**src/rtl/onewire_xfer_engine.sv**
```systemverilog
// rtl/onewire_xfer_engine.sv - 1-Wire bus reset/presence, word write and word read engine
// Each timed phase reloads a down-counter with its length minus one and exits when the counter reaches zero.
module onewire_xfer_engine #(
  parameter int CLKS_PER_US = 50,
  parameter int NBITS       = 8,
  parameter int T_RSTL      = 480,
  parameter int T_PDWAIT    = 70,
  parameter int T_RSTREC    = 410,
  parameter int T_RDL       = 6,
  parameter int T_RDS       = 9,
  parameter int T_RDREC     = 55,
  parameter int T_W1L       = 6,
  parameter int T_W1REC     = 64,
  parameter int T_W0L       = 60,
  parameter int T_W0REC     = 10
) (
  input  logic             clk,
  input  logic             rst,
  input  logic             start,
  input  logic [1:0]       op,
  input  logic [NBITS-1:0] wdata,
  input  logic             dq_in,
  output logic             dq_out_en,
  output logic [NBITS-1:0] rdata,
  output logic             presence,
  output logic             busy,
  output logic             done
);

  function automatic int umax(input int a, input int b);
    return (a > b) ? a : b;
  endfunction

  localparam int MAXT = umax(umax(umax(T_RSTL, T_PDWAIT), umax(T_RSTREC, T_RDL)),
                        umax(umax(umax(T_RDS, T_RDREC), umax(T_W1L, T_W1REC)), umax(T_W0L, T_W0REC)))
                        * CLKS_PER_US;
  localparam int CW = $clog2(MAXT + 1);
  localparam int IW = (NBITS > 1) ? $clog2(NBITS) : 1;

  localparam logic [CW-1:0] L_RSTL   = CW'(T_RSTL * CLKS_PER_US - 1);
  localparam logic [CW-1:0] L_PDWAIT = CW'(T_PDWAIT * CLKS_PER_US - 1);
  localparam logic [CW-1:0] L_RSTREC = CW'(T_RSTREC * CLKS_PER_US - 1);
  localparam logic [CW-1:0] L_RDL    = CW'(T_RDL * CLKS_PER_US - 1);
  localparam logic [CW-1:0] L_RDS    = CW'(T_RDS * CLKS_PER_US - 1);
  localparam logic [CW-1:0] L_RDREC  = CW'(T_RDREC * CLKS_PER_US - 1);
  localparam logic [CW-1:0] L_W1L    = CW'(T_W1L * CLKS_PER_US - 1);
  localparam logic [CW-1:0] L_W1REC  = CW'(T_W1REC * CLKS_PER_US - 1);
  localparam logic [CW-1:0] L_W0L    = CW'(T_W0L * CLKS_PER_US - 1);
  localparam logic [CW-1:0] L_W0REC  = CW'(T_W0REC * CLKS_PER_US - 1);
  localparam logic [IW-1:0] LAST_IDX = IW'(NBITS - 1);

  localparam logic [1:0] OP_RST = 2'b00;
  localparam logic [1:0] OP_WR  = 2'b01;
  localparam logic [1:0] OP_RD  = 2'b10;
  localparam logic [1:0] OP_BAD = 2'b11;

  typedef enum logic [2:0] {
    IDLE, RST_LOW, RST_WAIT, RST_REC, SLOT_LOW, SLOT_SAMPLE, SLOT_REC, FINISH
  } state_t;

  state_t           state_q, state_d;
  logic [CW-1:0]    cnt_q, cnt_d;
  logic [IW-1:0]    idx_q, idx_d, idx_nxt;
  logic [1:0]       op_q, op_d;
  logic [NBITS-1:0] wdata_q, wdata_d;
  logic [NBITS-1:0] rdata_q, rdata_d;
  logic             presence_q, presence_d;
  logic             last;

  always_ff @(posedge clk or posedge rst) begin
    if (rst) begin
      state_q    <= IDLE;
      cnt_q      <= '0;
      idx_q      <= '0;
      op_q       <= OP_RST;
      wdata_q    <= '0;
      rdata_q    <= '0;
      presence_q <= 1'b0;
    end else begin
      state_q    <= state_d;
      cnt_q      <= cnt_d;
      idx_q      <= idx_d;
      op_q       <= op_d;
      wdata_q    <= wdata_d;
      rdata_q    <= rdata_d;
      presence_q <= presence_d;
    end
  end

  always_comb begin
    state_d    = state_q;
    cnt_d      = cnt_q;
    idx_d      = idx_q;
    op_d       = op_q;
    wdata_d    = wdata_q;
    rdata_d    = rdata_q;
    presence_d = presence_q;
    idx_nxt    = idx_q + 1'b1;
    last       = (cnt_q == '0);
    if (!last) cnt_d = cnt_q - 1'b1;

    case (state_q)
      IDLE: begin
        if (start && op != OP_BAD) begin
          op_d    = op;
          wdata_d = wdata;
          idx_d   = '0;
          if (op == OP_RST) begin
            state_d = RST_LOW;
            cnt_d   = L_RSTL;
          end else begin
            state_d = SLOT_LOW;
            cnt_d   = (op == OP_RD) ? L_RDL : (wdata[0] ? L_W1L : L_W0L);
          end
        end
      end
      RST_LOW: if (last) begin
        state_d = RST_WAIT;
        cnt_d   = L_PDWAIT;
      end
      RST_WAIT: if (last) begin
        presence_d = ~dq_in;
        state_d    = RST_REC;
        cnt_d      = L_RSTREC;
      end
      RST_REC: if (last) state_d = FINISH;
      SLOT_LOW: if (last) begin
        if (op_q == OP_RD) begin
          state_d = SLOT_SAMPLE;
          cnt_d   = L_RDS;
        end else begin
          state_d = SLOT_REC;
          cnt_d   = wdata_q[idx_q] ? L_W1REC : L_W0REC;
        end
      end
      SLOT_SAMPLE: if (last) begin
        rdata_d[idx_q] = dq_in;
        state_d        = SLOT_REC;
        cnt_d          = L_RDREC;
      end
      SLOT_REC: if (last) begin
        idx_d = idx_nxt;
        if (idx_q == LAST_IDX) begin
          state_d = FINISH;
        end else begin
          state_d = SLOT_LOW;
          cnt_d   = (op_q == OP_RD) ? L_RDL : (wdata_q[idx_nxt] ? L_W1L : L_W0L);
        end
      end
      FINISH: state_d = IDLE;
      default: state_d = IDLE;
    endcase
  end

  // Outputs decode the state register directly so an async reset releases the bus at once.
  assign dq_out_en = (state_q == RST_LOW) || (state_q == SLOT_LOW);
  assign busy      = (state_q != IDLE) && (state_q != FINISH);
  assign done      = (state_q == FINISH);
  assign rdata     = rdata_q;
  assign presence  = presence_q;

endmodule
```
**config.mk**
```make
export PLATFORM = sky130hd
export DESIGN_NAME = onewire_xfer_engine
export DESIGN_NICKNAME = d
export VERILOG_FILES = /design/src/rtl/onewire_xfer_engine.sv
export SDC_FILE = /design/constraint.sdc
export NUM_CORES = 1
export LEC_CHECK = 0
export ABC_AREA = 1
export CAP_MARGIN = 20
export CORE_MARGIN = 1
export CORE_UTILIZATION = 60
export CTS_CLUSTER_DIAMETER = 100
export DETAILED_ROUTE_END_ITERATION = 8
export PLACE_DENSITY = 0.89
export SYNTH_ARGS = -nofsm -noshare
export SYNTH_HDL_FRONTEND = slang
export SYNTH_SLANG_ARGS = --single-unit
```
**constraint.sdc**
```tcl
create_clock -name clk -period 2.85 [get_ports clk]
set_input_delay 0.4275 -clock clk [delete_from_list [all_inputs] [get_ports clk]]
set_output_delay 0.4275 -clock clk [all_outputs]
set_load 0.01 [all_outputs]
```
Word-level counts from Yosys, hierarchy flattened
Index checks and enable logic that the tools add are counted.
{"block": "word_totals", "ff_bits": 40, "output_inout_bits": 12, "elab_cells": 83}
{"block": "op_classes", "n_addsub": 2, "magnitude_cmp": 3, "n_eq_ne": 19, "n_mux": 37, "n_bitwise": 1, "reduce_logical": 14}
{"cell": "15-bit two-way mux", "count": 9}
{"cell": "15-bit case mux with 6 select lines", "count": 1}
{"cell": "12-bit two-way mux", "count": 6}
{"cell": "3-bit two-way mux", "count": 10}
{"cell": "3-bit case mux with 8 select lines", "count": 1}
{"cell": "2-bit != test, second input constant", "count": 8}
{"cell": "3-bit equality test, second input constant", "count": 5}
{"cell": "15-bit logical NOT", "count": 1}
{"cell": "15-bit by 1-bit subtractor with 15-bit output, second input constant", "count": 1}
{"cell": "8-bit bitwise mux", "count": 1}
{"cell": "3-bit by 4-bit less-than comparator with 1-bit output, second input constant", "count": 2}
{"cell": "7-bit AND reduction", "count": 1}
{"cell": "1-bit binary-select mux with 3-bit select", "count": 2}
{"cell": "3-bit by 2-bit equality test with 1-bit output, second input constant", "count": 2}
{"cell": "3-bit case mux with 2 select lines", "count": 1}
{"cell": "2-bit AND reduction", "count": 3}
{"cell": "2-bit equality test, second input constant", "count": 2}
{"cell": "2-bit two-way mux", "count": 2}
{"cell": "3-bit by 1-bit adder with 3-bit output, second input constant", "count": 1}
{"cell": "1-bit demux with 3-bit select", "count": 1}
{"cell": "3-bit by 1-bit equality test with 1-bit output, second input constant", "count": 1}
{"cell": "3-bit by 1-bit >= comparator with 1-bit output, second input constant", "count": 1}
{"cell": "1-bit logical AND", "count": 3}
{"cell": "3-bit logical NOT", "count": 1}
{"cell": "other kinds (8)", "count": 10}

Logic depth before layout (Yosys ltp)
{"block": "logic_depth", "word_depth": 8, "ltp_mapped": 14, "depth_no_buf": 13}

Least setup slack after synthesis
Ideal clock, no wire load.
{"block": "synth_timing", "path_kind": "register -> register", "startpoint": "reg cnt_q[0]", "endpoint": "reg cnt_q[0]", "setup_time_ps": 77, "arrival_ps": 1823, "path_slack_ps": 949, "stages_incl_launch_ff": 13, "n_path_buf": 2, "path_cell_list": "dfrtp_1 inv_1 ha_1 nand2_1 nor2_1 nand2_2 buf_6 buf_6 ha_1 nor2_1 o22ai_1 inv_1 a21oi_1"}
{"block": "synth_between", "elab_chain_cells": 5, "word_cells_on_any_way": 11, "cone_classes": "1 x add/sub; 9 x mux; 1 x reduce/logical"}
{"item": "start, declared", "line": "62", "rtl": "logic [CW-1:0] cnt_q, cnt_d;"}
{"item": "start signal, assigned", "line": "81", "rtl": "cnt_q <= cnt_d;"}
{"item": "15-bit by 1-bit subtractor with 15-bit output or 15-bit logical NOT (tied branches)", "line": "100, 99"}
{"item": "15-bit two-way mux", "line": "100", "rtl": "if (!last) cnt_d = cnt_q - 1'b1;"}
{"item": "15-bit two-way mux", "line": "143", "rtl": "if (idx_q == LAST_IDX) begin"}
{"item": "15-bit two-way mux", "line": "141", "rtl": "SLOT_REC: if (last) begin"}
{"item": "15-bit case mux with 6 select lines *", "line": "102", "rtl": "case (state_q)"}
{"item": "named net cnt_d[0]", "line": "62"}
The timed path passes the listed nets; every way through them passes the cells marked *.
A chain may end at the register's enable or synchronous reset.

Final worst setup path
{"block": "layout_timing", "startpoint": "reg state_q[0]", "endpoint": "out dq_out_en"}
{"block": "layout_between", "elab_chain_cells": 2, "word_cells_on_any_way": 3, "cone_classes": "2 x eq/ne; 1 x reduce/logical"}
{"item": "start, declared", "line": "61", "rtl": "state_t state_q, state_d;"}
{"item": "start signal, assigned", "line": "80", "rtl": "state_q <= state_d;"}
{"item": "3-bit by 1-bit equality test with 1-bit output or 3-bit equality test (tied branches)", "line": "156", "rtl": "assign dq_out_en = (state_q == RST_LOW) || (state_q == SLOT_LOW);"}
{"item": "1-bit logical OR *", "line": "156"}
{"item": "end, declared", "line": "23", "rtl": "output logic dq_out_en,"}
Mark *: on every way between the ends. The rest lies on a longest branch, timed or not.

==> flow_summary.ini <==
[timing]
post-route-period-util = 0.842
fin_crit_ns = 2.40
setup_viol = 0
worstMarginPinSlew_ns = 0.567
slew_violations = 0
hold_ws_ns = 0.496
fin_tns_setup_ns = 0
fin_skew_ns = 0.00971
layout_setup_ws_ns = 0.449
max-slew-margin-rel = 0.620
rsz0062_at_grt = false
max_freq_mhz = 417
finalHoldViolCount = 0

[clocking]
cts_tree = done
cts.sinks = 40
cts_buffers = 5
clkTransAtPathRegs_ns = 0.08
clk_path_buf_depth = 2
cts_hold_buf = 0
ctsRootBufferMaster = clkbuf_8
cts_resized = 0
h-tree-depth = 2
insertion_delay_ns = 0.29
post-cts-setup-buffer-count = 0

[min_path]
hold_class = reg2reg

[die]
num_io_pins = 26
start_util = 0.630
die_area_um2 = 4880
fp-row-count = 24
dieHeight_um = 69.8
core_area_um2 = 4380
die_w_um = 69.8

[critical_path]
cp_max_fo = 5
required_ns = 2.42
critPathKind = reg2out
crit_arrival_ns = 1.97
crit_path_end_kind = output pin
worstSetupStartpointType = register

[global_routing]
grt_pass1_vias = 2537
grt_busiest_layer = met2
grt_util_all_layers = 0.312
grt_pass1_wl_mm = 11.9
groute.layer.met2.usage = 0.475
met1_usage = 0.456
antenna_found_initial = 0
gr-total-overflow = 0
grt_max_degree = 41
use_met3 = 0.0494

[logic_synthesis]
synth_edf_count = 0
ys.flop_type = dfrtp_1
synth_seq_cells = 40
synth_top_cells_by_area = dfrtp_1 36%, nand2_1 19%, inv_1 7.9%
yosys_warnings = 0
synth.avg_cell_area_um2 = 6.60
synthesis.nets = 437
async_flop_share = 1.00
synth.most_common_cell = nand2_1
synth_top_cell_by_area = dfrtp_1
synth_common_cells = 143 x nand2_1, 58 x inv_1, 40 x dfrtp_1, 40 x nor2_1, 31 x nand3_1
yosysUniqueCellTypes = 33
yosysTopAreaCellShare = 0.363
synth_area_um2 = 2760
syn-instance-count = 418
seq_area_frac_synth = 0.363

[pwr]
total_power_mw = 1.03
power_per_cell_area_nw_per_um2 = 329
p_leak_nw = 1.62
vdd_ir_drop_max_uv = 285

[finish]
multi_input_area_um2 = 1480
seq_area_um2 = 1000
final_area_um2 = 3130
antennaDiodeCount = 0
fin_cells = 498
num-nets-final = 464
finish.utilization = 0.713
area_growth_pct = 13.3
n_fill_cell = 368
drive_gt1_frac = 0.0538

[job]
cap_violations = 0

[run_status]
outcome = finished clean

[place]
port_buffers = 25
placed_area_um2 = 3040
pre_cts_slack_ns = 0.451
dp.cells = 490
place.gp.congestion = 1.02
place_hpwl_mm = 5.59

[detailed_routing]
dr.pass1.iters = 4
wirelength_mm = 7.28
ant_nets = 0
first_iter_violations = 261
dr_total_vias = 2863
avgViaCountPerCell = 5.75
wl_per_cell_um = 14.6
drc_errors = 0
## routing by layer
layer	part of all wire	routed length, µm
met1	0.45	3270
met2	0.46	3320
met3	0.078	568
met4	0.017	125
met5	0	0
## report_power, final
part	internal, mW	switching, mW
clock network	0.175	0.208
registers	0.576	0.00624
logic	0.0259	0.0361
total	0.777	0.250
## kinds of logic after synthesis
kind of cell,after synthesis,share of synthesized area
buffers and inverters,68,0.102
flip-flops,40,0.363
AND/OR/NAND/NOR,245,0.383
AO/OA/AOI/OAI,55,0.114
XOR/XNOR,5,0.0159
adder cells (fa/ha/maj),5,0.0227
## layout make-up
cell class,count,share of cell area
multi-input cells,310,0.473
flip-flops and latches,40,0.320
repair buffers,28,0.0872
inverters,60,0.0720
clock buffers,7,0.0244
well taps,52,0.0208
clock inverters,1,0.00280
## sequential cells by signal, summed over array words and instances, names as in the netlist
name / flops
cnt_q: 15
rdata: 8
presence: 1
op_q: 2
idx_q: 3
wdata_q: 8
state_q: 3
## worst max-delay path, cell delays in order (launching register included)
cell             delay [ns]
dfrtp_1                0.40
inv_1                  0.17
nand2_1                0.16
nor2_2                 0.25
inv_1                  0.09
nand2_1                0.08
clkdlybuf4s50_1        0.53
## worst paths after layout
check / startpoint / slack [ns] / depth (start not counted) / endpoint
setup / recovery: state_q[0] / 0.45 / 6 / dq_out_en
hold / removal: rdata[3] / 0.50 / 2 / rdata[3]
setup reg to reg: cnt_q[0] / 0.62 / 11 / cnt_q[7]
hold reg to reg: rdata[3] / 0.50 / 2 / rdata[3]
max in group asynchronous: rst / 1.92 / 3 / cnt_q[8]
min in group asynchronous: rst / 0.55 / 3 / rdata[3]
## layout by cell type (no fill, tap or decap), types with 2 or more instances in the layout
| cell | Yosys | final |
|---|---|---|
| clkdlybuf4s50_1 | 0 | 25 |
| o21ai_0 | 21 | 21 |
| dfrtp_1 | 40 | 40 |
| o21ai_1 | 10 | 10 |
| nor3_1 | 3 | 3 |
| nand2_2 | 4 | 4 |
| xor2_1 | 2 | 2 |
| o22ai_1 | 5 | 5 |
| xnor2_1 | 3 | 3 |
| a21oi_1 | 7 | 7 |
| inv_2 | 2 | 2 |
| clkbuf_8 | 0 | 5 |
| nand2_1 | 143 | 143 |
| ha_1 | 5 | 5 |
| a211oi_1 | 2 | 2 |
| nand4_1 | 14 | 14 |
| buf_4 | 0 | 3 |
| nand3_1 | 31 | 31 |
| nor2_2 | 5 | 5 |
| inv_1 | 58 | 58 |
| o211ai_1 | 4 | 4 |
| nor2_1 | 40 | 40 |
| clkbuf_1 | 2 | 2 |
Note: power is estimated with default switching activity, not from simulation.
